[src/rtl/ncl_q_pkg.sv]
// Shared quaternary NCL encodings, helpers and the serial adder state type.
package ncl_q_pkg;

  localparam logic [3:0] Q0    = 4'b0001;
  localparam logic [3:0] Q1    = 4'b0010;
  localparam logic [3:0] Q2    = 4'b0100;
  localparam logic [3:0] Q3    = 4'b1000;
  localparam logic [3:0] QNULL = 4'b0000;

  localparam logic [1:0] R0    = 2'b01;
  localparam logic [1:0] R1    = 2'b10;
  localparam logic [1:0] RNULL = 2'b00;

  typedef enum logic [1:0] {IDLE, CALC, PRESENT, DRAIN} state_t;

  // True when exactly one rail of a quaternary digit is high.
  function automatic logic q_valid(input logic [3:0] q);
    case (q)
      Q0, Q1, Q2, Q3: return 1'b1;
      default:        return 1'b0;
    endcase
  endfunction

  function automatic logic q_is_null(input logic [3:0] q);
    return (q == QNULL);
  endfunction

  // Digit value of a one-hot digit; anything that is not one-hot reads as 0.
  function automatic logic [1:0] q_to_int(input logic [3:0] q);
    case (q)
      Q1:      return 2'd1;
      Q2:      return 2'd2;
      Q3:      return 2'd3;
      default: return 2'd0;
    endcase
  endfunction

  function automatic logic [3:0] int_to_q(input logic [1:0] v);
    case (v)
      2'd0:    return Q0;
      2'd1:    return Q1;
      2'd2:    return Q2;
      default: return Q3;
    endcase
  endfunction

endpackage

[src/rtl/qadd_digit.sv]
// One quaternary digit cell; in subtract mode both carry rails carry a borrow,
// so the cell can be chained serially without any conversion between digits.
module qadd_digit
  import ncl_q_pkg::*;
(
  input  logic [3:0] a_i,
  input  logic [3:0] b_i,
  input  logic [1:0] c_i,
  input  logic       sub_i,
  output logic [3:0] s_o,
  output logic [1:0] cout_o
);

  logic [1:0] aVal;
  logic [1:0] bVal;
  logic       cEff;
  logic [2:0] total;

  // Add a + b (or a + complement of b) + effective carry and re-encode one-hot.
  always_comb begin
    aVal   = q_to_int(a_i);
    bVal   = sub_i ? (2'd3 - q_to_int(b_i)) : q_to_int(b_i);
    cEff   = sub_i ? c_i[0] : c_i[1];
    total  = {1'b0, aVal} + {1'b0, bVal} + {2'b00, cEff};
    s_o    = int_to_q(total[1:0]);
    cout_o = (total[2] ^ sub_i) ? R1 : R0;
  end

endmodule

[src/rtl/ncl_qadd_serial.sv]
// Digit-serial quaternary NCL adder/subtractor with DATA/NULL completion handshakes.
module ncl_qadd_serial
  import ncl_q_pkg::*;
#(
  parameter int DIGITS = 4,
  parameter int CNTW   = $clog2(DIGITS + 1)
) (
  input  logic                clk,
  input  logic                init,
  input  logic [4*DIGITS-1:0] AQ,
  input  logic [4*DIGITS-1:0] BQ,
  input  logic [1:0]          carryin,
  input  logic                sub,
  output logic                ABCOMP,
  output logic [4*DIGITS-1:0] sumQ,
  output logic [1:0]          carryout,
  input  logic                sumCOMP,
  input  logic                carryCOMP,
  output logic                sumcarryCOMP,
  output logic                code_err
);

  localparam int W = 4 * DIGITS;
  localparam logic [CNTW-1:0] LAST = CNTW'(DIGITS);

  state_t          state_q;
  logic [W-1:0]    aOp_q;
  logic [W-1:0]    bOp_q;
  logic [W-1:0]    result_q;
  logic [W-1:0]    sumOut_q;
  logic [1:0]      carry_q;
  logic [1:0]      carryOut_q;
  logic            subMode_q;
  logic            abComp_q;
  logic            scComp_q;
  logic            codeErr_q;
  logic [CNTW-1:0] cnt_q;

  logic            inData;
  logic            inNull;
  logic            multiRail;
  logic [3:0]      curA;
  logic [3:0]      curB;
  logic [3:0]      digitSum;
  logic [1:0]      digitCarry;

  // Classify the input wavefront: complete DATA, complete NULL, or any multi-rail code.
  always_comb begin
    inData    = 1'b1;
    inNull    = 1'b1;
    multiRail = 1'b0;
    for (int k = 0; k < DIGITS; k++) begin
      if (!q_valid(AQ[4*k +: 4])) inData = 1'b0;
      if (!q_valid(BQ[4*k +: 4])) inData = 1'b0;
      if (!q_is_null(AQ[4*k +: 4])) inNull = 1'b0;
      if (!q_is_null(BQ[4*k +: 4])) inNull = 1'b0;
      if (!q_valid(AQ[4*k +: 4]) && !q_is_null(AQ[4*k +: 4])) multiRail = 1'b1;
      if (!q_valid(BQ[4*k +: 4]) && !q_is_null(BQ[4*k +: 4])) multiRail = 1'b1;
    end
    if (carryin != R0 && carryin != R1) inData = 1'b0;
    if (carryin != RNULL) inNull = 1'b0;
    if (carryin == 2'b11) multiRail = 1'b1;
  end

  // Select the latched operand digits the serial cell works on this cycle.
  always_comb begin
    curA = QNULL;
    curB = QNULL;
    for (int k = 0; k < DIGITS; k++) begin
      if (cnt_q == CNTW'(k)) begin
        curA = aOp_q[4*k +: 4];
        curB = bOp_q[4*k +: 4];
      end
    end
  end

  qadd_digit u_digit (
    .a_i    (curA),
    .b_i    (curB),
    .c_i    (carry_q),
    .sub_i  (subMode_q),
    .s_o    (digitSum),
    .cout_o (digitCarry)
  );

  // Control FSM with registered outputs: accept, compute one digit per cycle, present, drain.
  always_ff @(posedge clk) begin
    if (init) begin
      state_q    <= IDLE;
      aOp_q      <= '0;
      bOp_q      <= '0;
      result_q   <= '0;
      sumOut_q   <= '0;
      carry_q    <= RNULL;
      carryOut_q <= RNULL;
      subMode_q  <= 1'b0;
      abComp_q   <= 1'b0;
      scComp_q   <= 1'b0;
      codeErr_q  <= 1'b0;
      cnt_q      <= '0;
    end else begin
      if (multiRail) codeErr_q <= 1'b1;
      if (state_q != IDLE && inNull) abComp_q <= 1'b0;
      case (state_q)
        IDLE: begin
          if (!abComp_q && inData) begin
            aOp_q     <= AQ;
            bOp_q     <= BQ;
            carry_q   <= carryin;
            subMode_q <= sub;
            abComp_q  <= 1'b1;
            result_q  <= '0;
            cnt_q     <= '0;
            state_q   <= CALC;
          end
        end
        CALC: begin
          if (cnt_q != LAST) begin
            for (int k = 0; k < DIGITS; k++) begin
              if (cnt_q == CNTW'(k)) result_q[4*k +: 4] <= digitSum;
            end
            carry_q <= digitCarry;
            cnt_q   <= cnt_q + 1'b1;
          end else begin
            sumOut_q   <= result_q;
            carryOut_q <= carry_q;
            scComp_q   <= 1'b1;
            state_q    <= PRESENT;
          end
        end
        PRESENT: begin
          if (sumCOMP && carryCOMP) begin
            sumOut_q   <= '0;
            carryOut_q <= RNULL;
            scComp_q   <= 1'b0;
            state_q    <= DRAIN;
          end
        end
        DRAIN: begin
          if (!sumCOMP && !carryCOMP && !abComp_q) state_q <= IDLE;
        end
        default: state_q <= IDLE;
      endcase
    end
  end

  assign ABCOMP       = abComp_q;
  assign sumQ         = sumOut_q;
  assign carryout     = carryOut_q;
  assign sumcarryCOMP = scComp_q;
  assign code_err     = codeErr_q;

endmodule

[config.mk]
export PLATFORM = sky130hd
export DESIGN_NAME = ncl_qadd_serial
export DESIGN_NICKNAME = d
export VERILOG_FILES = /design/src/rtl/ncl_q_pkg.sv /design/src/rtl/qadd_digit.sv /design/src/rtl/ncl_qadd_serial.sv
export SDC_FILE = /design/constraint.sdc
export NUM_CORES = 1
export LEC_CHECK = 0
export BUFFER_PORTS_ARGS = -buffer_cell sky130_fd_sc_hd__buf_2
export CORE_MARGIN = 5
export CORE_UTILIZATION = 51
export CTS_CLUSTER_DIAMETER = 30
export CTS_CLUSTER_SIZE = 28
export DETAILED_ROUTE_END_ITERATION = 16
export PLACE_DENSITY = 0.78
export SYNTH_ARGS = -nofsm -noshare
export SYNTH_HDL_FRONTEND = slang
export SYNTH_SLANG_ARGS = --single-unit
export TNS_END_PERCENT = 100
[constraint.sdc]
create_clock -name clk -period 3.6 [get_ports clk]
set_input_delay 0.18 -clock clk [delete_from_list [all_inputs] [get_ports clk]]
set_output_delay 0.18 -clock clk [all_outputs]
set_load 0.005 [all_outputs]
======== Yosys cells after proc, flatten, opt, wreduce, memory -nomap -nowiden ========
Cells that the tools add are included.
storage, ports and cells
  register bits ........................... 77
  output and inout bits ................... 21
operators by class
  $add $sub $neg .......................... 4
  equality and inequality tests ........... 59
  muxes and demuxes ....................... 79
  bitwise gates (word level) .............. 1
  reductions and logical operators ........ 64
operators with widths
  operator                                                                number
  16-bit 2-to-1 mux                                                       4
  16-bit one-hot mux with 2 select lines                                  2
  4-bit 2-to-1 mux                                                        12
  1-bit 2-to-1 mux                                                        41
  4-bit by 2-bit equality test with 1-bit output (second input constant)  10
  4-bit by 3-bit equality test with 1-bit output (second input constant)  10
  4-bit equality test (second input constant)                             10
  4-bit by 1-bit equality test with 1-bit output (second input constant)  8
  4-bit logical NOT                                                       8
  4-bit OR reduction                                                      8
  2-bit 2-to-1 mux                                                        10
  2-bit != test (second input constant)                                   10
  4-bit AND reduction                                                     5
  1-bit logical NOT                                                       19
  1-bit logical AND                                                       14
  2-bit one-hot mux with 3 select lines                                   2
  4-bit one-hot mux with 3 select lines                                   1
  2-bit equality test (second input constant)                             4
  2-bit one-hot mux with 2 select lines                                   2
  2-bit one-hot mux with 4 select lines                                   1
  2-bit nonzero test                                                      4
  3-bit by 2-bit equality test with 1-bit output (second input constant)  2
  3-bit 2-to-1 mux                                                        2
  3-bit one-hot mux with 2 select lines                                   1
  14 further kinds                                                        17

======== Depth between registers and ports, before layout ========
  word-level depth ........................ 16
  mapped depth ............................ 18

======== Modules after synthesis ========
A second synthesis with hierarchy kept.
unflattened totals
  cell total of the unflattened synthesis .. 450
  area, all modules ....................... 3,981.3 µm²
modules (own cells, without submodules)
  module           instances  cells an instance  area an instance (µm²)  seq. area each (µm²)
  ncl_qadd_serial  1          430                3,816.2                 1,541.5
  qadd_digit       1          20                 165.2                   0.0

======== Worst setup path before layout ========
Ideal clock, no wire load.
  path kind ............................... reg2reg
  start ................................... register cnt_q[1]
  end ..................................... register result_q[14]
  arrival time ............................ 3.324 ns
  setup slack ............................. 0.205 ns
  cell stages (with the launch flop) ...... 15
  path buffers ............................ 2
  period minus slack after synthesis ...... 3.395 ns
  path through ............................ dfxtp_1 -> inv_1 -> ha_1 -> clkbuf_1 -> clkbuf_1 -> o21ai_0 -> a32oi_1 -> xor2_1 -> nand3_1 -> xnor2_1 -> fa_1 -> inv_1 -> fa_1 -> or3b_2 -> mux2i_1
on the way
  cells in the longest elaborated chain, start to end .. 16
ends and longest elaborated chain
  what                                         line                    source
  start, declared                              ncl_qadd_serial.sv:37   logic [CNTW-1:0] cnt_q;
  start signal, assigned                       ncl_qadd_serial.sv:123  cnt_q <= cnt_q + 1'b1;
  3-bit logical NOT                            ncl_qadd_serial.sv:70   if (cnt_q == CNTW'(k)) begin
  4-bit 2-to-1 mux (4 in series)               ncl_qadd_serial.sv:70
  4-bit equality test (tied with other cells)  ncl_q_pkg.sv:30         case (q)
  2-bit one-hot mux with 3 select lines        ncl_q_pkg.sv:30
  2-bit subtractor                             qadd_digit.sv:22        bVal = sub_i ? (2'd3 - q_to_int(b_i)) : q_to_int(b_i);
  2-bit 2-to-1 mux                             qadd_digit.sv:22
  2-bit by 2-bit adder with 3-bit output       qadd_digit.sv:24        total = {1'b0, aVal} + {1'b0, bVal} + {2'b00, cEff};
  3-bit by 1-bit adder with 3-bit output       qadd_digit.sv:24
  2-bit equality test (tied with other cells)  ncl_q_pkg.sv:39         case (v)
  4-bit one-hot mux with 3 select lines        ncl_q_pkg.sv:39
  4-bit 2-to-1 mux                             ncl_qadd_serial.sv:120  if (cnt_q == CNTW'(k)) result_q[4*k +: 4] <= digitSum;
  16-bit 2-to-1 mux                            ncl_qadd_serial.sv:118  if (cnt_q != LAST) begin
  16-bit one-hot mux with 2 select lines       ncl_qadd_serial.sv:104  case (state_q)
  end signal, assigned by index                ncl_qadd_serial.sv:120
  end, declared                                ncl_qadd_serial.sv:29   logic [W-1:0] result_q;
Parallel ways exist; a longest one is shown, timed or not. The select of a mux whose other input is x is not followed.
A chain may end at the register's enable or synchronous reset.

======== Final worst setup path ========
  start ................................... register cnt_q[1]
  end ..................................... register result_q[2]
on the way
  cells in the longest elaborated chain, start to end .. 16
ends and longest elaborated chain
  what                                         line
  3-bit logical NOT                            ncl_qadd_serial.sv:70, ncl_qadd_serial.sv:120
  4-bit 2-to-1 mux (4 in series)               ncl_qadd_serial.sv:70
  4-bit equality test (tied with other cells)  ncl_q_pkg.sv:30
  2-bit one-hot mux with 3 select lines        ncl_q_pkg.sv:30
  2-bit subtractor                             qadd_digit.sv:22
  2-bit 2-to-1 mux                             qadd_digit.sv:22
  2-bit by 2-bit adder with 3-bit output       qadd_digit.sv:24
  3-bit by 1-bit adder with 3-bit output       qadd_digit.sv:24
  2-bit equality test (tied with other cells)  ncl_q_pkg.sv:39
  4-bit one-hot mux with 3 select lines        ncl_q_pkg.sv:39
  4-bit 2-to-1 mux                             ncl_qadd_serial.sv:120
  16-bit 2-to-1 mux                            ncl_qadd_serial.sv:118
  16-bit one-hot mux with 2 select lines       ncl_qadd_serial.sv:104
Parallel ways exist; a longest one is shown, timed or not. The select of a mux whose other input is x is not followed.

==> results by group <==
Worst setup path
  – WP depth: 13
  – Critical Path Sink Type: flop
  – Required @ worst endpoint: 3.89 ns
  – Slowest CP cell: or3b_2
  – Worst setup path class: flop to flop
  – Critical Path AT: 3.69 ns
  – Reg2reg path depth: 13
  – Crit path cell chain: inv_1 -> ha_4 -> a21oi_1 -> o21ai_0 -> a32oi_1 -> xor2_1 -> nand3_1 -> xnor2_1 -> fa_1 -> inv_1 -> fa_1 -> or3b_2 -> mux2i_1
  – WP buf/inv: 2
  – Max incr delay on CP: 0.50 ns
  – CP top delay family: adder cells
  – CP Max Fanout: 18
  – Startpoint types: flop

GRT
  – GRT overflow: 0
  – Vias in the first global route: 3229
  – Initial antenna violation count: 0
  – Total track usage: 19.73%
  – Largest net degree at the start of global routing: 62
  – Global-route wire length before repair: 15370 µm

STA
  – Period Utilization, post-route: 94.44%
  – Tmin final: 3.400 ns
  – Relative slew slack: 58.12%
  – TNS Setup: 0 ns
  – RSZ-0062 raised after global routing: no
  – Pins Over Slew Limit: 0
  – FMAX: 294.1 MHz
  – Final Setup Violations: 0
  – Layout Skew: 0.01616 ns
  – Count of final hold-check violations: 0
  – Slew @ Worst Pin: 0.6257 ns

Floorplanning
  – Die Y: 96.94 µm
  – CORE AREA: 7292 µm²
  – Floorplan row count: 31
  – Num ports: 60
  – Die W: 96.94 µm
  – Starting Density: 52.87%
  – Die ar.: 9397 µm²

Placement
  – Post-DP HPWL: 6987 µm
  – Port Buffers: 59
  – Placer Congestion: 0.9089
  – Placed standard-cell area: 4224 µm²
  – Placed Cells: 582

CTS
  – CTS Buffer Depth: 2
  – CTS Buf Count: 9
  – CTS tree: built
  – Clock H-tree levels: 3
  – Clock sink total: 77
  – Worst-path clk slew: 0.09 ns
  – Setup Fix Bufs, Post-CTS: 0
  – Clk root buf: clkbuf_8
  – Clk Latency, worst-skew pair: 0.36 ns

Final layout
  – Fillers: 665
  – Final nets: 546
  – Post-Layout Cell Count: 598
  – Share of cells above drive strength 1: 19.04%
  – ANT cells: 0
  – Area delta synth->final: 15.09%
  – Cell area after layout: 4437 µm²

Yosys
  – Top cells by area, synth: dfxtp_1, mux2i_1, nor2_1, a22oi_1, nand2_1
  – Syn_area_per_cell: 8.741 µm²
  – Cell count after synthesis: 441
  – Post-synth top area share: 39.99%
  – Async SR Flop Fraction: 0%
  – Top cells by count, synth: nor2_1, dfxtp_1, mux2i_1
  – Post-Syn Nets: 493
  – Most frequent cell after synthesis: nor2_1
  – Synth Flop Type: dfxtp_1
  – YS warnings: 0
  – Unique cell type count in the Yosys netlist: 46
  – Number of enable flip-flop cells after synthesis: 0
  – Cell taking the most area after synthesis: dfxtp_1
  – Netlist Area Pre-Place: 3855 µm²
  – #FFs+latches synth: 77
  – Register area share after synthesis: 39.99%

Power and ir drop
  – NetSw: 0.4950 mW
  – Sequential share of power: 50.9%
  – Pwr Density: 380.6 nW/µm²
  – Leakage: 2.040 nW
  – Switching share of power: 29.31%
  – Worst VDD drop: 213.6 µV
  – Logic gate share of total power: 11.6%
  – Internal Power: 1.194 mW
  – Clk pwr share: 37.6%

Drt
  – Vias per inst: 5.610
  – WL met2: 4287 µm
  – Routed met3 length: 450 µm
  – Antenna viol nets, final: 0
  – Post-Route M1 WL: 4258 µm
  – Top Layer Used: met4
  – Final WL: 9209 µm
  – DRT iter0 DRCs: 194
  – Wire per inst: 15.40 µm
  – DRT Pass-1 Iters: 5
  – Remaining DRCs: 0
  – Vias: 3355

Outcome
  – Status: complete, no violations

Run
  – Max cap viols: 0

Worst hold path
  – Tightest Hold Check Type: input port to flop
  – WHS Path Cells: 3
## per-stage QoR
step | hold WS, ns | power (mW) | setup WS, ns | util (%)
floorplan | 0.3239 | 0.9945 | 0.2047 | -
global placement | 0.4137 | 1.063 | 0.1820 | 57.93
detailed placement | 0.4362 | 1.070 | 0.03127 | 57.93
CTS | 0.05649 | 1.694 | 0.004471 | 60.59
global route | 0.06663 | 1.750 | 0.001207 | 60.84
finish | 0.05706 | 1.689 | 0.2001 | 60.84
## cell type report
type	count	area (µm²)	area share, %
well taps	99	123.9	2.792
inverters	15	56.30	1.269
clock inverters	7	70.07	1.579
multi-input cells	325	2172	48.96
repair buffers	66	347.8	7.840
clock buffers	9	123.9	2.792
flip-flops and latches	77	1543	34.77
## kinds of logic after synthesis
group           after synthesis  share of synthesized area (%)
compound gates               88                          16.13
xor+xnor                     15                          3.408
fa+ha+maj                    16                          5.388
buf+inv                      39                          4.122
flops                        77                          39.99
mux                          53                          14.05
simple gates                153                          16.91
## per-layer routing
layer  GRT usage [%]  vias to the layer above
met5               0                        -
met4           8.531                        0
met3           4.245                       18
met2           31.85                       92
met1           25.34                     1590
li1                -                     1655
## worst paths after layout
check        slack [ns]                      from                       end
max                0.20     cnt_q[1]$_SDFFE_PP0P_  result_q[2]$_SDFFE_PP0P_
min                0.06                       sub    subMode_q$_SDFFE_PP0P_
max reg2reg        0.20     cnt_q[1]$_SDFFE_PP0P_  result_q[2]$_SDFFE_PP0P_
min reg2reg        0.47  result_q[9]$_SDFFE_PP0P_  result_q[9]$_SDFFE_PP0P_
## cell usage in the layout (no fill, tap or decap), types with 2 or more instances in the layout
cell type and count:
o2bb2ai_1 3, a21oi_1 15, fa_1 2, mux2_4 2, nor3_1 3, nor2b_1 3, clkinv_4 2, nand2_1 43
xnor2_1 7, nor2_1 78, nor4_1 4, inv_1 14, nand3b_1 2, buf_2 59, a21boi_0 3, inv_6 2
maj3_1 3, ha_2 2, nand3_1 6, a22oi_1 29, ha_1 8, buf_4 7, nand2b_1 5, nand4_1 4
o211ai_1 3, a32oi_1 3, o21ai_0 17, clkbuf_8 9, a2bb2oi_1 3, mux2i_1 50, xor2_1 8, o31ai_1 2
dfxtp_1 76, and3_1 2
## registers in the layout, indices dropped and copies added, names as in the netlist
signal	count
carry_q	2
cnt_q	3
subMode_q	1
ABCOMP	1
sumcarryCOMP	1
code_err	1
carryout	2
aOp_q	16
bOp_q	16
sumQ	16
state_q	2
result_q	16
## worst min-delay path, stage by stage
cell and delay, ns:
buf_2 0.07, mux2i_1 0.05, nor2_1 0.08
## power by group through the flow
stage          Combinational [mW]  Clock [mW]  Sequential, mW
6_report                    0.196       0.634           0.859
5_1_grt                     0.215       0.676           0.860
4_1_cts                     0.192       0.644           0.859
3_5_place_dp                0.192           0           0.879
3_3_place_gp                0.185           0           0.878
2_1_floorplan               0.116           0           0.878
## repair_timing
| item | in CTS | in global routing |
|---|---|---|
| endpoints found under the hold margin | 0 | 0 |
| endpoints found under the setup margin | 0 | 9 |
| hold buffers | 0 | 0 |
| gates resized for setup | 0 | 5 |
Power figures use the tool's default switching activity.
